===== config.mk =====
export PLATFORM = sky130hd
export DESIGN_NAME = pipe_share_ctrl
export DESIGN_NICKNAME = d
export VERILOG_FILES = /design/src/rtl/pipe_share_pkg.sv /design/src/rtl/rr_arbiter.sv /design/src/rtl/pipe_share_ctrl.sv
export SDC_FILE = /design/constraint.sdc
export NUM_CORES = 1
export LEC_CHECK = 0
export BUFFER_PORTS_ARGS = -buffer_cell sky130_fd_sc_hd__buf_2
export CAP_MARGIN = 20
export CORE_MARGIN = 5
export CORE_UTILIZATION = 35
export CTS_CLUSTER_SIZE = 30
export DETAILED_ROUTE_END_ITERATION = 16
export PLACE_DENSITY = 0.63
export SYNTH_ARGS = -nofsm -noshare
export SYNTH_HDL_FRONTEND = slang
export SYNTH_SLANG_ARGS = --single-unit
export TNS_END_PERCENT = 50

===== constraint.sdc =====
create_clock -name clk -period 9.6 [get_ports clk]
set_clock_uncertainty 0.05 [all_clocks]
set_input_delay 1.44 -clock clk [delete_from_list [all_inputs] [get_ports clk]]
set_output_delay 1.44 -clock clk [all_outputs]
set_load 0.1 [all_outputs]

===== src/rtl/pipe_share_pkg.sv =====
// pipe_share_pkg: shared defaults and helpers for pipe_share_ctrl.
//   DEF_N    - default operand/result width
//   DEF_NREQ - default requester count
//   PIPE_LAT - clocks from accept edge to res_valid
//   id_width - ceil(log2(n)), at least 1
package pipe_share_pkg;

  localparam int DEF_N    = 10;
  localparam int DEF_NREQ = 4;
  localparam int PIPE_LAT = 3;

  function automatic int id_width(input int n);
    int w;
    w = 1;
    for (int unsigned i = 1; i < 32; i++) begin
      if ((1 << w) < n) w = w + 1;
    end
    return w;
  endfunction

endpackage


===== src/rtl/rr_arbiter.sv =====
// rr_arbiter: round-robin arbiter owning the search pointer.
// Ports:
//   clk, rst - clock, async active-high reset (ptr -> 0)
//   req      - per-requester request
//   en       - grants allowed when 1
//   gnt      - combinational one-hot grant (all-zero when no winner)
//   winner   - encoded index of the granted requester
module rr_arbiter
  import pipe_share_pkg::*;
#(
  parameter int NREQ = DEF_NREQ,
  parameter int IDW  = id_width(NREQ)
) (
  input  logic            clk,
  input  logic            rst,
  input  logic [NREQ-1:0] req,
  input  logic            en,
  output logic [NREQ-1:0] gnt,
  output logic [IDW-1:0]  winner
);

  logic [IDW-1:0]  ptr;
  logic [NREQ-1:0] cand;
  logic            found;
  int unsigned     idx;

  // Reset also masks the candidates so gnt reads 0 while rst is held.
  assign cand = req & {NREQ{en & ~rst}};

  // First candidate at or above ptr, wrapping modulo NREQ.
  always_comb begin
    gnt    = '0;
    winner = '0;
    found  = 1'b0;
    idx    = 0;
    for (int unsigned k = 0; k < NREQ; k++) begin
      idx = (k + ptr) % NREQ;
      if (!found && cand[idx]) begin
        found    = 1'b1;
        winner   = IDW'(idx);
        gnt[idx] = 1'b1;
      end
    end
  end

  always_ff @(posedge clk or posedge rst) begin
    if (rst) begin
      ptr <= '0;
    end else if (found) begin
      if (winner == IDW'(NREQ - 1)) ptr <= '0;
      else                          ptr <= winner + 1'b1;
    end
  end

endmodule


===== src/rtl/pipe_share_ctrl.sv =====
// pipe_share_ctrl: shares a 3-stage pipeline F = ((A+B)+(C-D))*D, all
// arithmetic modulo 2^N, among NREQ requesters with round-robin issue.
// Ports:
//   clk, rst        - clock, async active-high reset
//   issue_en        - 1 allows new grants; 0 lets in-flight work drain
//   req             - per-requester request, held with operands until granted
//   op_a..op_d      - packed operands, slice i belongs to requester i
//   gnt             - combinational one-hot grant
//   res_valid       - one-cycle result pulse
//   res_id/res_data - owner and value of the result (held between pulses)
//   busy            - any pipeline stage valid
//   done_cnt        - result counter, present only with PIPE_SHARE_CNT_EN
module pipe_share_ctrl
  import pipe_share_pkg::*;
#(
  parameter int N    = DEF_N,
  parameter int NREQ = DEF_NREQ,
  parameter int IDW  = id_width(NREQ)
) (
  input  logic              clk,
  input  logic              rst,
  input  logic              issue_en,
  input  logic [NREQ-1:0]   req,
  input  logic [NREQ*N-1:0] op_a,
  input  logic [NREQ*N-1:0] op_b,
  input  logic [NREQ*N-1:0] op_c,
  input  logic [NREQ*N-1:0] op_d,
  output logic [NREQ-1:0]   gnt,
  output logic              res_valid,
  output logic [IDW-1:0]    res_id,
  output logic [N-1:0]      res_data,
  output logic              busy
`ifdef PIPE_SHARE_CNT_EN
  ,
  output logic [15:0]       done_cnt
`endif
);

  logic [IDW-1:0] winner;
  logic           accept;
  logic [N-1:0]   sa, sb, sc, sd;

  logic           v1, v2, v3;
  logic [N-1:0]   x1, x2, d1, x3, d2;
  logic [IDW-1:0] id1, id2;

  rr_arbiter #(.NREQ(NREQ), .IDW(IDW)) u_arb (
    .clk    (clk),
    .rst    (rst),
    .req    (req),
    .en     (issue_en),
    .gnt    (gnt),
    .winner (winner)
  );

  assign accept    = |gnt;
  assign sa        = op_a[winner*N +: N];
  assign sb        = op_b[winner*N +: N];
  assign sc        = op_c[winner*N +: N];
  assign sd        = op_d[winner*N +: N];
  assign res_valid = v3;
  assign busy      = v1 | v2 | v3;

  // Data/tag registers only load behind a valid, so outputs hold when idle.
  always_ff @(posedge clk or posedge rst) begin
    if (rst) begin
      v1 <= 1'b0; v2 <= 1'b0; v3 <= 1'b0;
      x1 <= '0; x2 <= '0; d1 <= '0; id1 <= '0;
      x3 <= '0; d2 <= '0; id2 <= '0;
      res_data <= '0; res_id <= '0;
    end else begin
      v1 <= accept;
      v2 <= v1;
      v3 <= v2;
      if (accept) begin
        x1  <= sa + sb;
        x2  <= sc - sd;
        d1  <= sd;
        id1 <= winner;
      end
      if (v1) begin
        x3  <= x1 + x2;
        d2  <= d1;
        id2 <= id1;
      end
      if (v2) begin
        res_data <= N'(x3 * d2);
        res_id   <= id2;
      end
    end
  end

`ifdef PIPE_SHARE_CNT_EN
  always_ff @(posedge clk or posedge rst) begin
    if (rst)     done_cnt <= '0;
    else if (v3) done_cnt <= done_cnt + 16'd1;
  end
`endif

endmodule


After elaboration in Yosys (flattened, before gate mapping)
Cells that the tools add are included.
{ "classes": {"reduce_logical": 11, "n_bitwise": 8, "magnitude_cmp": 8, "shifts": 4, "eq_ne": 1, "muxes": 29, "n_addsub": 7, "multipliers": 2} }
{ "op_table": {"columns": ["operator", "n"], "rows": [
  ["indexed part select 40 x 7 -> 10 bit", 4],
  ["adder 10 bit", 2],
  ["2-to-1 mux 4 bit", 4],
  ["less-than comparator 2 x 3 -> 1 bit, second input constant", 4],
  ["2-to-1 mux 1 bit", 12],
  ["bitwise OR 4 bit", 3],
  ["multiplier 10 x 10 -> 10 bit", 1],
  ["2-to-1 mux 2 bit", 5],
  ["subtractor 10 bit", 1],
  ["binary-select mux 1 bit (select 2 bit)", 4],
  ["demux 1 bit (select 2 bit)", 4],
  ["greater-or-equal comparator 2 x 1 -> 1 bit, second input constant", 4],
  ["logical AND 1 bit", 7],
  ["multiplier 2 x 3 -> 5 bit, second input constant", 1],
  ["adder 2 bit, first input constant", 2],
  ["bitwise AND 4 bit", 1],
  ["OR reduction 4 bit", 1],
  ["logical NOT 1 bit", 3],
  ["adder 1 x 2 -> 2 bit, first input constant", 1],
  ["adder 2 x 1 -> 2 bit, second input constant", 1],
  ["equality test 2 bit, second input constant", 1],
  ["bitwise OR 1 bit", 2],
  ["bitwise AND 1 bit", 1],
  ["inverter 1 bit", 1]
]} }
{ "totals": {"elab_cells": 83, "output_inout_bits": 18, "ff_bits": 71, "inputBits": 167} }

Longest topological paths before layout
{ "depth": {"word_depth": 18, "mapped_depth": 26, "mapped_depth_nobuf": 21} }

Hierarchy
From an unflattened synthesis, not the netlist that was laid out.
{ "unflattened": {"cells_unflattened": 659, "area_unflattened_um2": 6627.6} }
{ "by_module_without_submodules": {"columns": ["module", "instances", "cells_each", "seq_area_each_um2", "area_per_inst_um2"], "rows": [
  ["pipe_share_ctrl", 1, 579, 1726.7, 5984.5],
  ["rr_arbiter", 1, 80, 50.0, 643.1]
]} }

Worst setup path before layout
Ideal clock, no wire load.
{ "synth_timing": {"path_kind": "input to register", "from": "in req[0]", "to": "reg x2[8]", "required_time_ns": 9.418, "n_path_buf": 4, "path_stages": 21, "setup_slack_ns": 4.269, "setup_time_ns": 0.132, "arrival_time_ns": 5.149, "path_cell_list": "clkbuf_1 mux4_2 a2111oi_4 o32a_1 buf_6 buf_6 buf_4 mux2_1 o21ai_1 ha_1 inv_1 fa_1 a21o_1 a21oi_1 o21bai_1 a21oi_1 nor2_1 o21ai_0 nand2b_1 xnor2_1 o21ai_1"} }
{ "synth_via": {"elab_chain_len": 16, "word_cells_on_any_way": 34, "classes_between": "add/sub: 1; mul: 1; shift: 2; mux: 19; bitwise: 4; reduce/logical: 7"} }
{ "synth_rtl": {"columns": ["item", "line_no", "source"], "rows": [
  ["from (decl)", "pipe_share_ctrl.sv:23", "input logic [NREQ-1:0] req,"],
  ["bitwise AND 4 bit *", "rr_arbiter.sv:28", "assign cand = req & {NREQ{en & ~rst}};"],
  ["binary-select mux 1 bit (select 2 bit)", "rr_arbiter.sv:38", "if (!found && cand[idx]) begin"],
  ["2-to-1 mux 1 bit (not written as such)", "rr_arbiter.sv:38", null],
  ["2-to-1 mux 1 bit", "rr_arbiter.sv:38", null],
  ["logical NOT 1 bit", "rr_arbiter.sv:38", null],
  ["logical AND 1 bit", "rr_arbiter.sv:38", null],
  ["2-to-1 mux 1 bit", "rr_arbiter.sv:38", null],
  ["logical NOT 1 bit", "rr_arbiter.sv:38", null],
  ["logical AND 1 bit", "rr_arbiter.sv:38", null],
  ["2-to-1 mux 1 bit", "rr_arbiter.sv:38", null],
  ["logical NOT 1 bit", "rr_arbiter.sv:38", null],
  ["logical AND 1 bit", "rr_arbiter.sv:38", null],
  ["2-to-1 mux 2 bit", "rr_arbiter.sv:38", null],
  ["multiplier 2 x 3 -> 5 bit", "pipe_share_ctrl.sv:59, pipe_share_ctrl.sv:60", null],
  ["indexed part select 40 x 7 -> 10 bit (on tied branches)", "pipe_share_ctrl.sv:59, pipe_share_ctrl.sv:60", null],
  ["subtractor 10 bit", "pipe_share_ctrl.sv:77", "x2 <= sc - sd;"],
  ["to (signal assigned)", "pipe_share_ctrl.sv:77", null],
  ["to (decl)", "pipe_share_ctrl.sv:44", "logic [N-1:0] x1, x2, d1, x3, d2;"]
]} }
Every way passes the cells marked *; elsewhere a longest branch is shown, timed or not. The select of a mux whose other input is x is not followed.
A chain may end at the register's enable or synchronous reset.

Final worst setup path
{ "layout_timing": {"from": "reg u_arb.ptr[0]", "to": "reg x1[9]"} }
{ "layout_via": {"elab_chain_len": 15, "word_cells_on_any_way": 56, "classes_between": "add/sub: 4; mul: 1; order compare: 8; shift: 2; mux: 27; bitwise: 3; reduce/logical: 11"} }
{ "layout_rtl": {"columns": ["item", "line_no", "source"], "rows": [
  ["from (decl)", "rr_arbiter.sv:22", "logic [IDW-1:0] ptr;"],
  ["from (signal assigned)", "rr_arbiter.sv:51", "else ptr <= winner + 1'b1;"],
  ["branches (longest 15 deep; another with multiplier 2 x 3 -> 5 bit)", null, null],
  ["to (signal assigned)", "pipe_share_ctrl.sv:76", "x1 <= sa + sb;"],
  ["to (decl)", "pipe_share_ctrl.sv:44", null]
]} }
Parallel ways; which one is timed is not known. The select of a mux whose other input is x is not followed.

==> flow_metrics.tcl <==
set metrics [dict create \
    cts.sinks 71 \
    synth_nets 952 \
    cp.arrival_ns 6.40 \
    diodes 0 \
    firstDrtPassIters 7 \
    core_um2 18800 \
    post-place-ws_ns 3.06 \
    min_path_type "flip-flop to flip-flop" \
    rsz0062_at_grt "no" \
    cp_max_fo 72 \
    worst_slack_ns 3.38 \
    endpoint_kind "flip-flop" \
    worst_slew_pin_slew_ns 0.910 \
    fin_crit_sh_pct 64.8 \
    fp.dieW_um 148 \
    port_buffers 184 \
    initialDrtViolationCount 192 \
    ir_worst_vdd_uv 214 \
    synth_warnings 0 \
    cts_max_level 3 \
    synthCells 704 \
    syn_area_per_cell_um2 9.48 \
    area_growth_pct 20.7 \
    slew_viol_final 0 \
    overflow 0 \
    routabilityCongestion 0.822 \
    fmax_mhz 161 \
    dieArea_um2 21900 \
    yosysSeqAreaShare_pct 26.6 \
    cts_buffer_depth 2 \
    vias_per_cell 4.90 \
    grt_max_degree 73 \
    hold_buffers 0 \
    synth_edf_count 0 \
    drt-total-wl_um 15600 \
    path_clk_slew_ns 0.06 \
    cts_tree "done" \
    power_density_nw_per_um2 443 \
    root_buffer "clkbuf_16" \
    layout_min_cycle_time_ns 6.22 \
    synth_top_flop_cell "dfrtp_1" \
    cellLeakagePower_nw 3.88 \
    crit_type "flip-flop to flip-flop" \
    async_flop_share_pct 100 \
    synth_cell_types 51 \
    grt_usage_pct 14.6 \
    grt_pass1_wl_um 26400 \
    fp.dieH_um 148 \
    final_nets 1113 \
    grt_pass1_vias 5551 \
    synth_seq_cells 71 \
    seqCellArea_um2 1780 \
    hpwl_um 12600 \
    status "finished, final reports clean" \
    num_vias 5414 \
    syn_area_um2 6670 \
    io_pins 185 \
    finalHoldViolCount 0 \
    drv_cap 0 \
    postRouteAntennaNets 0 \
    multi_input_area_um2 4510 \
    cts_buffers 9 \
    drive_above_1_share_pct 30.0 \
    setup_violations 0 \
    slew_headroom_pct 39.3 \
    tns_ns 0 \
    cp_data_required_time_ns 9.77 \
    rows 50 \
    drc 0 \
    antenna_found_initial 0 \
    cts_setup_buffers 0 \
    start_util_pct 35.6 \
    wl_per_cell_um 14.2 \
    fillers 1853 \
    clk_latency_ns 0.34 \
    finalPower_w 0.00357 \
    cts_resized 0 \
    cp-start-kind "flip-flop" \
]
## routing by layer
layer	share of wire (%)	track usage [%]	wire (um)	vias up
met5	0	0	0	-
met3	6.1	3.53	950	13
met2	48	25.1	7550	166
met4	0.88	2.68	138	0
met1	45	18.9	6990	2468
li1	-	-	-	2767
## sequential cells by signal (all words and copies together) (netlist names)
register / cells
res_valid: 1
res_id: 2
id2: 2
x2: 10
x1: 10
res_data: 10
v1: 1
v2: 1
d2: 10
d1: 10
x3: 10
id1: 2
u_arb.ptr: 2
## critical path, stage by stage (launching register included)
cell and delay [ns]:
dfrtp_1 0.68, inv_2 0.12, ha_1 0.46, mux4_2 0.58, a2111oi_4 0.36, o32a_2 0.83, buf_4 0.75, nor2b_1 0.10
a211oi_1 0.23, a21oi_1 0.07, ha_1 0.25, a21o_1 0.16, a21oi_1 0.22, o21ai_1 0.10, a21oi_1 0.24, o21ai_1 0.14
a21o_1 0.20, a21oi_1 0.18, xnor2_1 0.10, mux2_2 0.26
## kinds of logic after synthesis
kind of cell / count (synthesis) / share of synthesized area, %
muxes: 102 / 16.5
adders and majority gates: 81 / 18.0
xor gates and xnor gates: 50 / 6.56
buffers and inverters: 88 / 6.06
and+or+nand+nor: 159 / 11.8
DFF: 71 / 26.6
AOI/OAI and AO/OA: 153 / 14.4
## synth_stat cells (6+ instances only)
cell | instances | area [um^2]
nand2_1 | 77 | 289
dfrtp_1 | 71 | 1780
ha_1 | 56 | 701
mux2i_1 | 55 | 551
a21oi_1 | 48 | 240
inv_1 | 47 | 176
mux2_2 | 42 | 473
xnor2_1 | 41 | 359
nor2b_1 | 29 | 181
a211oi_1 | 27 | 203
o21ai_1 | 26 | 130
fa_1 | 25 | 500
clkbuf_1 | 24 | 90.1
and2_1 | 19 | 119
o21ai_0 | 16 | 80.1
nor2_1 | 15 | 56.3
xor2_1 | 9 | 78.8
buf_6 | 8 | 90.1
a21o_1 | 7 | 52.6
o21bai_1 | 7 | 52.6
nand2b_1 | 6 | 37.5
## final timing paths
path / slack (ns) / start / depth (start not counted) / endpoint
setup / recovery: 3.38 / u_arb.ptr[0]$_DFFE_PP0P_ / 19 / x1[9]$_DFFE_PP0P_
hold / removal: 0.43 / d1[7]$_DFFE_PP0P_ / 2 / d1[7]$_DFFE_PP0P_
setup reg to reg: 3.38 / u_arb.ptr[0]$_DFFE_PP0P_ / 19 / x1[9]$_DFFE_PP0P_
hold reg to reg: 0.43 / d1[7]$_DFFE_PP0P_ / 2 / d1[7]$_DFFE_PP0P_
max in group asynchronous: 7.59 / rst / 3 / d1[5]$_DFFE_PP0P_
min in group asynchronous: 1.32 / rst / 3 / d1[0]$_DFFE_PP0P_
## per-stage QoR
step	utilization (%)	instances	hold WS, ns	area [um^2]
6_report	42.9	1104	0.427	8050
5_1_grt	42.9	1104	0.459	8050
4_1_cts	42.9	1104	0.433	8050
3_5_place_dp	41.2	1088	0.420	7720
3_3_place_gp	41.2	1088	0.416	7720
2_1_floorplan	-	704	0.302	6670
## area by class of cell
class / instances / share of cell area [%]
timing repair buffer: 189 / 11.9
tap: 234 / 3.64
sequential: 71 / 22.1
clock buffer: 10 / 2.97
multi-input combinational: 545 / 56.0
inverter: 49 / 2.28
clock inverter: 6 / 1.12
## report_power, final
group	switching, W	internal, W
sequential	0.000154	0.000450
combinational	0.00143	0.00117
clock	0.000132	0.000236
## cells in the final DEF, fill, tap and decap left out, types with 15 or more instances in the layout
| cell | instances |
|---|---|
| o21ai_0 | 16 |
| xnor2_1 | 41 |
| a211oi_1 | 27 |
| mux2i_1 | 55 |
| nand2_1 | 77 |
| inv_1 | 46 |
| a21oi_1 | 48 |
| and2_1 | 19 |
| dfrtp_1 | 71 |
| fa_1 | 25 |
| nor2b_1 | 29 |
| ha_1 | 56 |
| mux2_2 | 42 |
| o21ai_1 | 26 |
| nor2_1 | 15 |
| buf_2 | 184 |
(Power assumes the default switching activity.)
